### src/rtl/slack_sched.sv
// ----------------------------------------------------------------------------
// slack_sched : sequences the ADMM slack-projection unit over every horizon step
// Rev 1.0
// ----------------------------------------------------------------------------
`default_nettype none

module slack_sched #(
  parameter int HORIZON = 10,
  parameter int RD_LAT  = 1,
  parameter int TIMEOUT = 15,
  parameter int AW      = (HORIZON > 1) ? $clog2(HORIZON) : 1
) (
  input  logic          clk,
  input  logic          reset,
  input  logic          start,
  input  logic          abort,
  output logic          busy,
  output logic          done,
  output logic          err,
  output logic          rd_en,
  output logic [AW-1:0] rd_addr,
  output logic          slk_start,
  input  logic          slk_done,
  output logic          wr_en,
  output logic [AW-1:0] wr_addr,
  output logic [AW-1:0] step
);

  // One counter serves both the read-latency wait and the WAIT timeout.
  localparam int            C_CMAX      = (TIMEOUT > RD_LAT) ? TIMEOUT : RD_LAT;
  localparam int            C_CW        = $clog2(C_CMAX + 1);
  localparam logic [C_CW-1:0] C_LAT_END = C_CW'(RD_LAT - 1);
  localparam logic [C_CW-1:0] C_TMO_END = C_CW'(TIMEOUT - 1);
  localparam logic [AW-1:0] C_LAST_STEP = AW'(HORIZON - 1);

  typedef enum logic [2:0] {
    S_IDLE  = 3'd0,
    S_READ  = 3'd1,
    S_LAT   = 3'd2,
    S_FIRE  = 3'd3,
    S_WAIT  = 3'd4,
    S_WRITE = 3'd5,
    S_FIN   = 3'd6
  } state_t;

  state_t          state_q, state_d;
  logic [C_CW-1:0] cnt_q, cnt_d;
  logic [AW-1:0]   step_q, step_d;
  logic            err_q, err_d;

  logic busy_q, done_q, rd_en_q, slk_start_q, wr_en_q;

  always_ff @(posedge clk or posedge reset) begin
    if (reset) begin
      state_q     <= S_IDLE;
      cnt_q       <= '0;
      step_q      <= '0;
      err_q       <= 1'b0;
      busy_q      <= 1'b0;
      done_q      <= 1'b0;
      rd_en_q     <= 1'b0;
      slk_start_q <= 1'b0;
      wr_en_q     <= 1'b0;
    end else begin
      state_q     <= state_d;
      cnt_q       <= cnt_d;
      step_q      <= step_d;
      err_q       <= err_d;
      busy_q      <= (state_d != S_IDLE);
      done_q      <= (state_d == S_FIN);
      rd_en_q     <= (state_d == S_READ);
      slk_start_q <= (state_d == S_FIRE);
      wr_en_q     <= (state_d == S_WRITE);
    end
  end

  always_comb begin
    state_d = state_q;
    cnt_d   = cnt_q;
    step_d  = step_q;
    err_d   = err_q;

    case (state_q)
      S_IDLE: begin
        if (start) begin
          state_d = S_READ;
          step_d  = '0;
          err_d   = 1'b0;
        end
      end
      S_READ: begin
        state_d = S_LAT;
        cnt_d   = '0;
      end
      S_LAT: begin
        if (cnt_q == C_LAT_END) begin
          state_d = S_FIRE;
        end else begin
          cnt_d = cnt_q + 1'b1;
        end
      end
      S_FIRE: begin
        state_d = S_WAIT;
        cnt_d   = '0;
      end
      S_WAIT: begin
        if (slk_done) begin
          state_d = S_WRITE;
        end else if (cnt_q == C_TMO_END) begin
          state_d = S_IDLE;
          err_d   = 1'b1;
        end else begin
          cnt_d = cnt_q + 1'b1;
        end
      end
      S_WRITE: begin
        if (step_q == C_LAST_STEP) begin
          state_d = S_FIN;
        end else begin
          state_d = S_READ;
          step_d  = step_q + 1'b1;
        end
      end
      S_FIN: begin
        state_d = S_IDLE;
      end
      default: begin
        state_d = S_IDLE;
      end
    endcase

    // Abort beats everything, including a simultaneous slk_done or timeout.
    if (abort && (state_q != S_IDLE)) begin
      state_d = S_IDLE;
      step_d  = step_q;
      err_d   = err_q;
    end
  end

  assign busy      = busy_q;
  assign done      = done_q;
  assign err       = err_q;
  assign rd_en     = rd_en_q;
  assign slk_start = slk_start_q;
  assign wr_en     = wr_en_q;
  assign rd_addr   = step_q;
  assign wr_addr   = step_q;
  assign step      = step_q;

endmodule

`default_nettype wire

### config.mk
export PLATFORM = sky130hd
export DESIGN_NAME = slack_sched
export DESIGN_NICKNAME = d
export VERILOG_FILES = /design/src/rtl/slack_sched.sv
export SDC_FILE = /design/constraint.sdc
export NUM_CORES = 1
export LEC_CHECK = 0
export CAP_MARGIN = 20
export CORE_ASPECT_RATIO = 0.9
export CORE_UTILIZATION = 49
export CTS_CLUSTER_DIAMETER = 60
export DETAILED_ROUTE_END_ITERATION = 10
export PLACE_DENSITY_LB_ADDON = 0.12
export SETUP_SLACK_MARGIN = 0.1
export SYNTH_ARGS = -nofsm -noshare
export SYNTH_HDL_FRONTEND = slang
export SYNTH_SLANG_ARGS = --single-unit
### constraint.sdc
create_clock -name clk -period 1.8 [get_ports clk]
set_input_delay 0.36 -clock clk [delete_from_list [all_inputs] [get_ports clk]]
set_output_delay 0.36 -clock clk [all_outputs]
set_load 0.01 [all_outputs]
Word-level counts from Yosys, hierarchy flattened:

Cells that the tools add are included.

* input port bits: 5
* flip-flop bits (word level): 17
* word-level logic and storage cells: 59

* bitwise logic cells: 1
* equal/unequal tests: 17
* mux-type cells: 18
* reduce and logical (&&, ||, !) cells: 12
* $add $sub $neg: 2

Operator list (count)
* two-way mux 4 bit: 5
* two-way mux 3 bit: 6
* case mux 3 bit (6 select lines): 1
* == test 3 bit (second input constant): 4
* != test 2 bit (second input constant): 6
* case mux 4 bit (3 select lines): 1
* == test 3 x 2 -> 1 bit (second input constant): 3
* nonzero test 3 bit: 3
* adder 4 x 1 -> 4 bit (second input constant): 2
* == test 4 bit (second input constant): 2
* case mux 4 bit (2 select lines): 1
* AND reduction 4 bit: 2
* == test 3 x 1 -> 1 bit (second input constant): 2
* AND reduction 5 bit: 1
* zero test 4 bit: 1
* nonzero test 2 bit: 2
* zero test 3 bit: 1
* two-way mux 1 bit: 3
* case mux 1 bit (2 select lines): 1
* OR reduction 2 bit: 1
* logical AND 1 bit: 1
* inverter 1 bit: 1

Logic depth before layout (Yosys ltp):

* word-level depth: 6
* mapped depth: 7
* gate-level depth less buffers: 7

Worst setup path before layout:

Ideal clock, no wire load.

* path kind: register to register
* start: register step_q[1] (netlist: rd_addr[1])
* end: register busy_q (netlist: busy)
* cell stages (with the launch flop): 8
* clock period less this slack: 1.668 ns
* arrival time: 1.537 ns
* setup time: 0.131 ns
* slack: 0.132 ns
* cell sequence: dfrtp_1 > inv_1 > ha_1 > and3b_2 > or2_4 > a41o_2 > inv_2 > or3_1

* cells in the longest elaborated chain, start to end: 5

Ends and longest elaborated chain
* from (decl): line 48 `logic [AW-1:0] step_q, step_d;`
* from (signal assigned): line 67 `step_q <= step_d;`
* == test 4 bit: line 117 `if (step_q == C_LAST_STEP) begin`
* two-way mux 3 bit: line 117
* case mux 3 bit (6 select lines): line 83 `case (state_q)`
* two-way mux 3 bit: line 133 `if (abort && (state_q != S_IDLE)) begin`
* net state_d[0]: line 46 `state_t state_q, state_d;`
* nonzero test 3 bit: line 69 `busy_q <= (state_d != S_IDLE);`
* to (signal assigned): line 69
* to (decl): line 51 `logic busy_q, done_q, rd_en_q, slk_start_q, wr_en_q;`

The timed path passes the listed nets, and every way through them passes these cells.
A chain may end at the register's enable or synchronous reset.

Worst setup path after layout:

Same ends and word-level chain as after synthesis.

==> qor.log <==
qor: sta.max-slew-margin-rel 73.0%
qor: critical_path.crit_path_max_incr_delay 0.38 ns
qor: cts.path_clk_slew 0.11 ns
qor: final_layout.final_net_count 145
qor: critical_path.worstPathArrival 1.87 ns
qor: sta.report.final.slew_viol_count 0
qor: logic_synthesis.yosys.area_share.xor_xnor 0.859%
qor: logic_synthesis.dominant_combinational_cell_family_by_area_after_synthesis simple AND/OR/NAND/NOR gates
qor: power.power_leakage 0.000760 µW
qor: critical_path.timing.critical_path.depth 7
qor: final_layout.antenna_cells_inserted 0
qor: cts.tritoncts_clock_tree built
qor: place.placedInstanceArea 0.00126 mm²
qor: critical_path.critical_path_required 1.97 ns
qor: sta.fin_crit_sh 94.0%
qor: logic_synthesis.dominantRegCellSynth dfrtp_1
qor: drt.vias 857
qor: sta.skew 0.00130 ns
qor: cts.number_of_clock_buffers_inserted_by_tritoncts 3
qor: logic_synthesis.syn_warnings 0
qor: sta.worst_hold_slack 0.374 ns
qor: global_routing.grt_overflow_total 0
qor: global_routing.track_usage 21.2%
qor: critical_path.critPathLaunchType flip-flop
qor: logic_synthesis.synth-simple-area-share 25.0%
qor: place.io_buffer_count 22
qor: drt.drt_iter0_markers 26
qor: critical_path.crit_family simple AND/OR/NAND/NOR gates
qor: sta.timing.fmax 591 MHz
qor: floorplanning.fp-row-count 15
qor: floorplanning.die_area 0.00227 mm²
qor: worst_hold_path.hold_class in2async
qor: cts.cts_sinks 17
qor: floorplanning.design.core.area 0.00193 mm²
qor: critical_path.worstRegToRegCells 7
qor: floorplanning.floorplan.initialDensity 52.8%
qor: critical_path.path_max_fanout 3
qor: cts.htreeDepth 1
qor: critical_path.worst_r2r_endpoint busy
qor: floorplanning.ios 23
qor: final_layout.fin_area 0.00137 mm²
qor: cts.cts_hold_repair.buffers 0
qor: global_routing.grt_pass1_wl 3.48 mm
qor: sta.tightestPinTransition 0.404 ns
qor: run.drv_cap 0
qor: logic_synthesis.synth_fp_nets 114
qor: logic_synthesis.synthAdderAreaFrac 6.13%
qor: critical_path.crit_slowest_cell or3_1
qor: drt.viasPerCell 5.39
qor: drt.drtAntennaViolNets 0
qor: logic_synthesis.edff_count_synth 0
qor: logic_synthesis.synth.area.mux_share 5.89%
qor: final_layout.mostFrequentLayoutCell nand2_1
qor: critical_path.timing.critical_path.buf_inv 2
qor: drt.wl_per_cell 13.9 µm
qor: critical_path.worst-setup-path-type reg2reg
qor: drt.post-route-drc-count 0
qor: global_routing.antenna_found_initial 0
qor: critical_path.worstReg2RegStart rd_addr[1]
qor: floorplanning.die_h 45.3 µm
qor: critical_path.ff2ff_setup_slack 0.11 ns
qor: final_layout.most-common-layout-cells nand2_1 (17), clkdlybuf4s50_1 (16), buf_4 (16)
qor: cts.clock-root-buffer clkbuf_4
qor: sta.finalSetupViolations 0
qor: sta.timing.final.hold_violations 0
qor: critical_path.worstSetupEndpoint busy
qor: logic_synthesis.mappedNetlistArea 0.00102 mm²
qor: logic_synthesis.synth-compound-area-share 8.47%
qor: cts.worst_skew_pair.late_latency 0.29 ns
qor: power.power_density 1170 mW/mm²
qor: cts.max-clock-path-buffers 2
qor: drt.drt_pass1_iterations 4
qor: logic_synthesis.synthCells 104
qor: drt.final_routed_wirelength_across_all_metal_layers 2.21 mm
qor: global_routing.grt_max_degree 18
qor: final_layout.synthToLayoutAreaGrowth 34.1%
qor: final_layout.final_layout_size_suffix_gt1_share 25.4%
qor: sta.rsz0062_at_grt true
qor: global_routing.grt_pass1_vias 794
qor: critical_path.startpoint rd_addr[1]
qor: power.peakVddDrop 0.806 mV
qor: sta.fin_crit 1.69 ns
qor: logic_synthesis.async_reset_ff_share 100%
qor: place.globalplace.congestion 0.834
qor: critical_path.critical_path_capture_point_type flip-flop
qor: logic_synthesis.avgSynthCellArea 9.81 µm²
qor: status.outcome complete, no violations
qor: logic_synthesis.synth.ff_latch_count 17
qor: place.dp_hpwl 1.53 mm
qor: logic_synthesis.netlist-cell-type-count 37
qor: critical_path.timing.critical_path.cells inv_1 > ha_1 > and3b_2 > buf_4 > o21ai_0 > nand2_1 > or3_1
qor: logic_synthesis.synth.yosys.seq_area_share 41.7%
qor: floorplanning.die_x 50.1 µm
==> synthesized netlist by cell type, types with 2 or more instances <==
| cell | count | area (µm²) |
|---|---|---|
| nand2b_1 | 2 | 12.5 |
| mux2i_1 | 6 | 60.1 |
| nand4_1 | 2 | 12.5 |
| nor2_1 | 2 | 7.51 |
| nor3_1 | 2 | 10.0 |
| buf_4 | 9 | 67.6 |
| nand2_1 | 17 | 63.8 |
| o21a_1 | 2 | 15.0 |
| nand3_1 | 3 | 15.0 |
| o21ai_0 | 4 | 20.0 |
| dfrtp_1 | 17 | 425 |
| nand4b_1 | 2 | 17.5 |
| ha_1 | 5 | 62.6 |
| nor4b_1 | 2 | 17.5 |
| buf_6 | 2 | 22.5 |
| inv_1 | 6 | 22.5 |
==> repair_timing <==
item / 4_1_cts / 5_1_grt
setup endpoints to repair: 3 / 21
buffers inserted: 2 / 3
resized for setup: 3 / 11
pin swaps: 1 / 3
==> area by class of cell <==
cell class              instances  area [µm²]
clock buffers                   3        22.5
clock inverters                 1        5.00
fillers                       161         566
inverters                       7        26.3
multi-input cells              68         499
flip-flops and latches         17         428
well taps                      25        31.3
repair buffers                 38         355
==> logic make-up after synthesis <==
logic type               count (synthesis)
AO/OA/AOI/OAI                           12
XOR/XNOR                                 1
adder cells (fa/ha/maj)                  5
buffers and inverters                   19
flip-flops                              17
multiplexers                             6
AND/OR/NAND/NOR                         44
==> stage by stage <==
step                      power (µW)  TNS [ns]  worst slack [ns]  cells  utilization [%]
after global routing            1700         0            0.0501    159             70.7
final                           1590         0             0.107    159             70.7
after global placement          1260         0            0.0457    150             65.1
after detailed placement        1280  -0.00716          -0.00716    150             65.1
after CTS                       1530         0             0.102    156             68.2
after floorplan                 1070         0             0.132    104                -
==> tightest hold or removal path: cells and delay by family <==
family	cells	cell delay (ns)
buffers and inverters	3	0.69
==> sequential cells by signal, indices dropped and copies added, names as in the netlist <==
register and flops:
err 1, cnt_q 4, slk_start 1, wr_en 1, busy 1, rd_addr 4, done 1, rd_en 1
state_q 3
==> routing by layer <==
metal	up-vias	share of wire (%)	global-route usage, %
li1	414	-	-
met1	397	47	27.9
met2	38	46	33.9
met3	8	5.1	4.71
met4	0	2.4	9.14
met5	-	0	0
==> how the worst min path moves through the flow <==
stage / to / slack (ns) / cells past startpoint / startpoint
detailed placement: err / 0.49 / 2 / err
global route: done / 0.39 / 3 / reset
finish: done / 0.37 / 3 / reset
floorplan: busy / 0.29 / 1 / reset
global placement: err / 0.47 / 2 / err
CTS: slk_start / 0.38 / 3 / reset
==> report_power, final <==
part	switching, µW	internal [µW]
clock network	126	82.5
logic	370	415
registers	119	480
total	615	978
(Power assumes the default switching activity.)
==> edit 1, RTL diff (same settings) <==
Change the parameter `HORIZON` from 10 to 5.
--- a/src/rtl/slack_sched.sv
+++ b/src/rtl/slack_sched.sv
@@ -5,7 +5,7 @@
 `default_nettype none
 
 module slack_sched #(
-  parameter int HORIZON = 10,
+  parameter int HORIZON = 5,
   parameter int RD_LAT  = 1,
   parameter int TIMEOUT = 15,
   parameter int AW      = (HORIZON > 1) ? $clog2(HORIZON) : 1
Ports: changed (resized rd_addr, step and wr_addr); port bits go from 23 to 20. No check against the original RTL was run, so the function may have changed too.
==> edit 1 against the original RTL <==
  * Die area is 5.6% lower
  * Synthesized area is 5.9% lower
  * Worst setup slack worse by 21 ps
  * Largest power group unchanged
  * Sequential cell count is 1 lower
  * Wire length is 3.4% lower
  * Clock power is 13% higher
  * Worst hold slack better by 56 ps
  * Critical path depth stayed put
  * Non-clock buffer count is 3 lower
  * Total power is 24% higher
  * First-iteration DRC count is 38% lower
  * Count of clock-buffer cells in the layout is 1 higher
  * Final area is 2.2% lower
==> edit 1: results (changes against the original RTL) <==
\begin{tabular}{lr}
\hline
Metric & Value \\
\hline
\multicolumn{2}{l}{\textbf{Status}} \\
\quad Run status & finished clean \\
\multicolumn{2}{l}{\textbf{STA}} \\
\quad Setup clock skew after layout & 2.30 ps (+0.992 ps) \\
\multicolumn{2}{l}{\textbf{Routing}} \\
\quad Final WL & 2.13 mm (-3.4\%) \\
\quad DR vias/cell & 5.30 (-1.7\%) \\
\multicolumn{2}{l}{\textbf{Power and ir drop}} \\
\quad Power dissipated in combinational cells & 0.00115 W (+46\%) \\
\quad Leakage power of the design & 0.691 nW (-9.1\%) \\
\quad IR Drop Worst-Case VDD & 0.000876 V (+8.8\%) \\
\multicolumn{2}{l}{\textbf{GRT}} \\
\quad Vias in the first global route & 762 (-4.0\%) \\
\quad Global-route wire length before repair & 3.22 mm (-7.5\%) \\
\quad Largest net degree at the start of global routing & 17 (-1) \\
\multicolumn{2}{l}{\textbf{Placed design}} \\
\quad Post-detailed-placement cell area & 1170 sq um (-6.8\%) \\
\quad Worst setup slack after placement & -124 ps (-117 ps) \\
\quad Post-Place Cells & 141 (-6.0\%) \\
\quad Gpl congestion & 0.856 (+2.7\%) \\
\quad Post-detailed-placement half-perimeter wirelength & 1.32 mm (-13\%) \\
\multicolumn{2}{l}{\textbf{Synth}} \\
\quad Cell variety after synth & 34 (-8.1\%) \\
\quad Total nets after synthesis & 109 (-4.4\%) \\
\quad Portion of the post-synthesis area used by sequential elements & 41.7\% (about the same) \\
\quad Parity-gate share of the synthesized area counting xor and xnor cells & 1.83\% (+0.97 points) \\
\quad Synthesized-area fraction occupied by adder cells & 6.52\% (+0.38 points) \\
\quad Mapped Avg Cell Area & 9.69 sq um (-1.1\%) \\
\quad Top area cells in the synthesized netlist & sky130\_fd\_sc\_hd\_\_dfrtp\_1 42\%, sky130\_fd\_sc\_hd\_\_ha\_1 6.5\%, sky130\_fd\_sc\_hd\_\_buf\_4 4.7\%, sky130\_fd\_sc\_hd\_\_mux2i\_1 3.1\%, sky130\_fd\_sc\_hd\_\_nand3\_1 3.1\% \\
\quad Multiplexer share of the synthesized area & 3.13\% (-2.8 points) \\
\multicolumn{2}{l}{\textbf{Finish}} \\
\quad Fill cell total of the finished layout & 121 (-25\%) \\
\quad Signed area change from the synthesized netlist to the final layout & 39.4\% \\
\quad Number of cells in the finished layout apart from fillers & 153 (-3.8\%) \\
\multicolumn{2}{l}{\textbf{Critical path}} \\
\quad Worst EP arrival & 1920 ps (+50 ps) \\
\multicolumn{2}{l}{\textbf{Clocking}} \\
\quad Clock transition at the register clock pins on the worst setup and hold paths after CTS & 90 ps (-20 ps) \\
\hline
\end{tabular}
edit 1: changes by cell type after synthesis, moves of 3 or more:
cell,change
sky130_fd_sc_hd__a21oi_1,+4
sky130_fd_sc_hd__nand3_1,+3
sky130_fd_sc_hd__nor2_1,+6
sky130_fd_sc_hd__nand2_1,-9
sky130_fd_sc_hd__buf_4,-3
sky130_fd_sc_hd__mux2i_1,-3
edit 1: per-layer routing:
metal  GRT usage [%]  wire (um)  vias to the layer above
met3            2.11         65                        4
met2            33.6       1030                       20
met5               0          0                        -
li1                -          -                      397
met1            25.6        993                      390
met4            14.7         43                        0
edit 1: cell type report:
type	instances	area share (%)
sequential	16	30.3
inverter	7	1.96
clock buffer	4	2.71
tap	24	2.25
multi-input combinational	67	38.6
timing repair buffer	35	24.1
edit 1: worst paths after layout:
| path | start | to | slack [ps] |
|---|---|---|---|
| worst max-delay path | rd_addr[0]$_DFFE_PP0P_ | rd_addr[0]$_DFFE_PP0P_ | 90 |
| worst min-delay path | reset | done$_DFF_PP0_ | 430 |
| worst max register to register | rd_addr[0]$_DFFE_PP0P_ | rd_addr[0]$_DFFE_PP0P_ | 90 |
| worst min register to register | err$_DFFE_PP0P_ | err$_DFFE_PP0P_ | 500 |
| max in group asynchronous | reset | rd_addr[2]$_DFFE_PP0P_ | 940 |
| min in group clk | err$_DFFE_PP0P_ | err$_DFFE_PP0P_ | 500 |
edit 1: worst register-to-register path: cells and delay by family, from the launching register on:
| kind | cells | cell delay, ps |
|---|---|---|
| adders and majority gates | 1 | 190 |
| AOI/OAI and AO/OA | 2 | 450 |
| buffers and inverters | 1 | 70 |
| muxes | 1 | 230 |
| DFF | 1 | 370 |
| and+or+nand+nor | 2 | 320 |
==> edit 2, RTL diff (same flow settings) <==
Made on the original files. Make the reset (`reset`) synchronous in one clocked block.
--- a/src/rtl/slack_sched.sv
+++ b/src/rtl/slack_sched.sv
@@ -50,7 +50,7 @@
 
   logic busy_q, done_q, rd_en_q, slk_start_q, wr_en_q;
 
-  always_ff @(posedge clk or posedge reset) begin
+  always_ff @(posedge clk) begin
     if (reset) begin
       state_q     <= S_IDLE;
       cnt_q       <= '0;
Check against the original RTL: differs if reset is asserted again (counterexample within 4 cycles, from zero or initial values and one cycle with reset high); with reset held inactive, the same outputs for 10 cycles.
==> edit 2 against the original RTL <==
  * Wire length shrank 2.0%
  * Count of clock-buffer cells in the layout is the same
  * Worst setup slack gained 100 ps
  * Sequential cell count is the same
  * Cell count grew 2.5%
  * Final area shrank 4.1%
  * Synthesized area shrank 5.4%
  * Die area shrank 5.2%
  * Critical path type unchanged
Power is not compared: it rests on default switching activity, and its combinational part moved more than twofold at a synthesized area within 25%.
==> edit 2: results (changes against the original RTL) <==
\begin{tabular}{lr}
\hline
Metric & Value \\
\hline
\multicolumn{2}{l}{\textbf{Finish}} \\
\quad Logic inverters & 3 (-4) \\
\quad Multi-input comb cells & 80 (+18\%) \\
\quad Seq\_cells & 17 (unchanged) \\
\quad Final-stage net count & 150 (+3.4\%) \\
\quad Multi-input combinational area share & 43.0\% (+6.5 points) \\
\quad Clock-cell share of area & 2.10\% (+0.086 points) \\
\quad Proportion of cell area occupied by registers & 26.4\% (-4.9 points) \\
\quad Flip-flop and latch area & 347 sq um (-19\%) \\
\multicolumn{2}{l}{\textbf{GRT}} \\
\quad Largest net degree at the start of global routing & 15 (-3) \\
\quad Met1 routing resource usage after global routing & 28.9\% (+1.0 points) \\
\quad Global-route wire length before repair & 3.71 mm (+6.6\%) \\
\quad Met3 usage in global routing & 6.53\% (+1.8 points) \\
\multicolumn{2}{l}{\textbf{Synth}} \\
\quad Number of standard cells after synthesis & 114 (+9.6\%) \\
\quad Top area cells in the synthesized netlist & sky130\_fd\_sc\_hd\_\_dfxtp\_1 35\%, sky130\_fd\_sc\_hd\_\_ha\_1 6.5\%, sky130\_fd\_sc\_hd\_\_buf\_4 6.2\%, sky130\_fd\_sc\_hd\_\_nor3\_1 4.7\%, sky130\_fd\_sc\_hd\_\_nor2\_1 4.7\% \\
\quad Leading cell types by count after synthesis & 17 x sky130\_fd\_sc\_hd\_\_dfxtp\_1, 12 x sky130\_fd\_sc\_hd\_\_nor2\_1, 9 x sky130\_fd\_sc\_hd\_\_nor3\_1, 8 x sky130\_fd\_sc\_hd\_\_buf\_4, 8 x sky130\_fd\_sc\_hd\_\_nand3\_1 \\
\quad Total nets after synthesis & 124 (+8.8\%) \\
\quad Share of synthesized registers carrying an async set or reset & 0\% (-100 points) \\
\multicolumn{2}{l}{\textbf{Routing}} \\
\quad DR vias/cell & 5.44 (+0.85\%) \\
\quad Detailed-routing wirelength on met1 & 986 um (-4.2\%) \\
\quad Met2 routed wirelength & 1.06 mm (+4.5\%) \\
\multicolumn{2}{l}{\textbf{Critical path}} \\
\quad Worst-path fanout max & 7 (+4) \\
\quad Worst reg2reg startpoint & rd\_addr[1]\$\_SDFFE\_PP0P\_ \\
\quad Worst EP arrival & 1770 ps (-100 ps) \\
\multicolumn{2}{l}{\textbf{Clocking}} \\
\quad Number of resized instances in the post-cts repair step & 2 (-1) \\
\multicolumn{2}{l}{\textbf{Floorplanning}} \\
\quad DIE AREA & 2150 sq um (-5.2\%) \\
\multicolumn{2}{l}{\textbf{Placed design}} \\
\quad Worst setup slack after placement & -228 ps (-221 ps) \\
\multicolumn{2}{l}{\textbf{Status}} \\
\quad Run status & finished clean \\
\hline
\end{tabular}
==> edit 2: final timing paths <==
path                      endpoint  slack (ps)  cells after the start
setup / recovery   busy$_SDFF_PP0_         210                      7
setup reg to reg   busy$_SDFF_PP0_         210                      7
hold / removal    err$_SDFFE_PP0P_         500                      2
hold reg to reg   err$_SDFFE_PP0P_         500                      2
==> edit 2: critical path, cell delays in order, from the launching register on <==
cell and delay [ps]:
sky130_fd_sc_hd__dfxtp_4 370, sky130_fd_sc_hd__inv_1 50, sky130_fd_sc_hd__ha_1 130, sky130_fd_sc_hd__and3b_2 300, sky130_fd_sc_hd__nor2_1 70, sky130_fd_sc_hd__nor3_1 230, sky130_fd_sc_hd__buf_4 190, sky130_fd_sc_hd__a41oi_1 130
==> edit 2: report_power, final <==
group          internal [W]  switching (W)
logic             0.0000673      0.0000737
registers          0.000387     0.00000627
clock network     0.0000829       0.000120
total              0.000537       0.000200
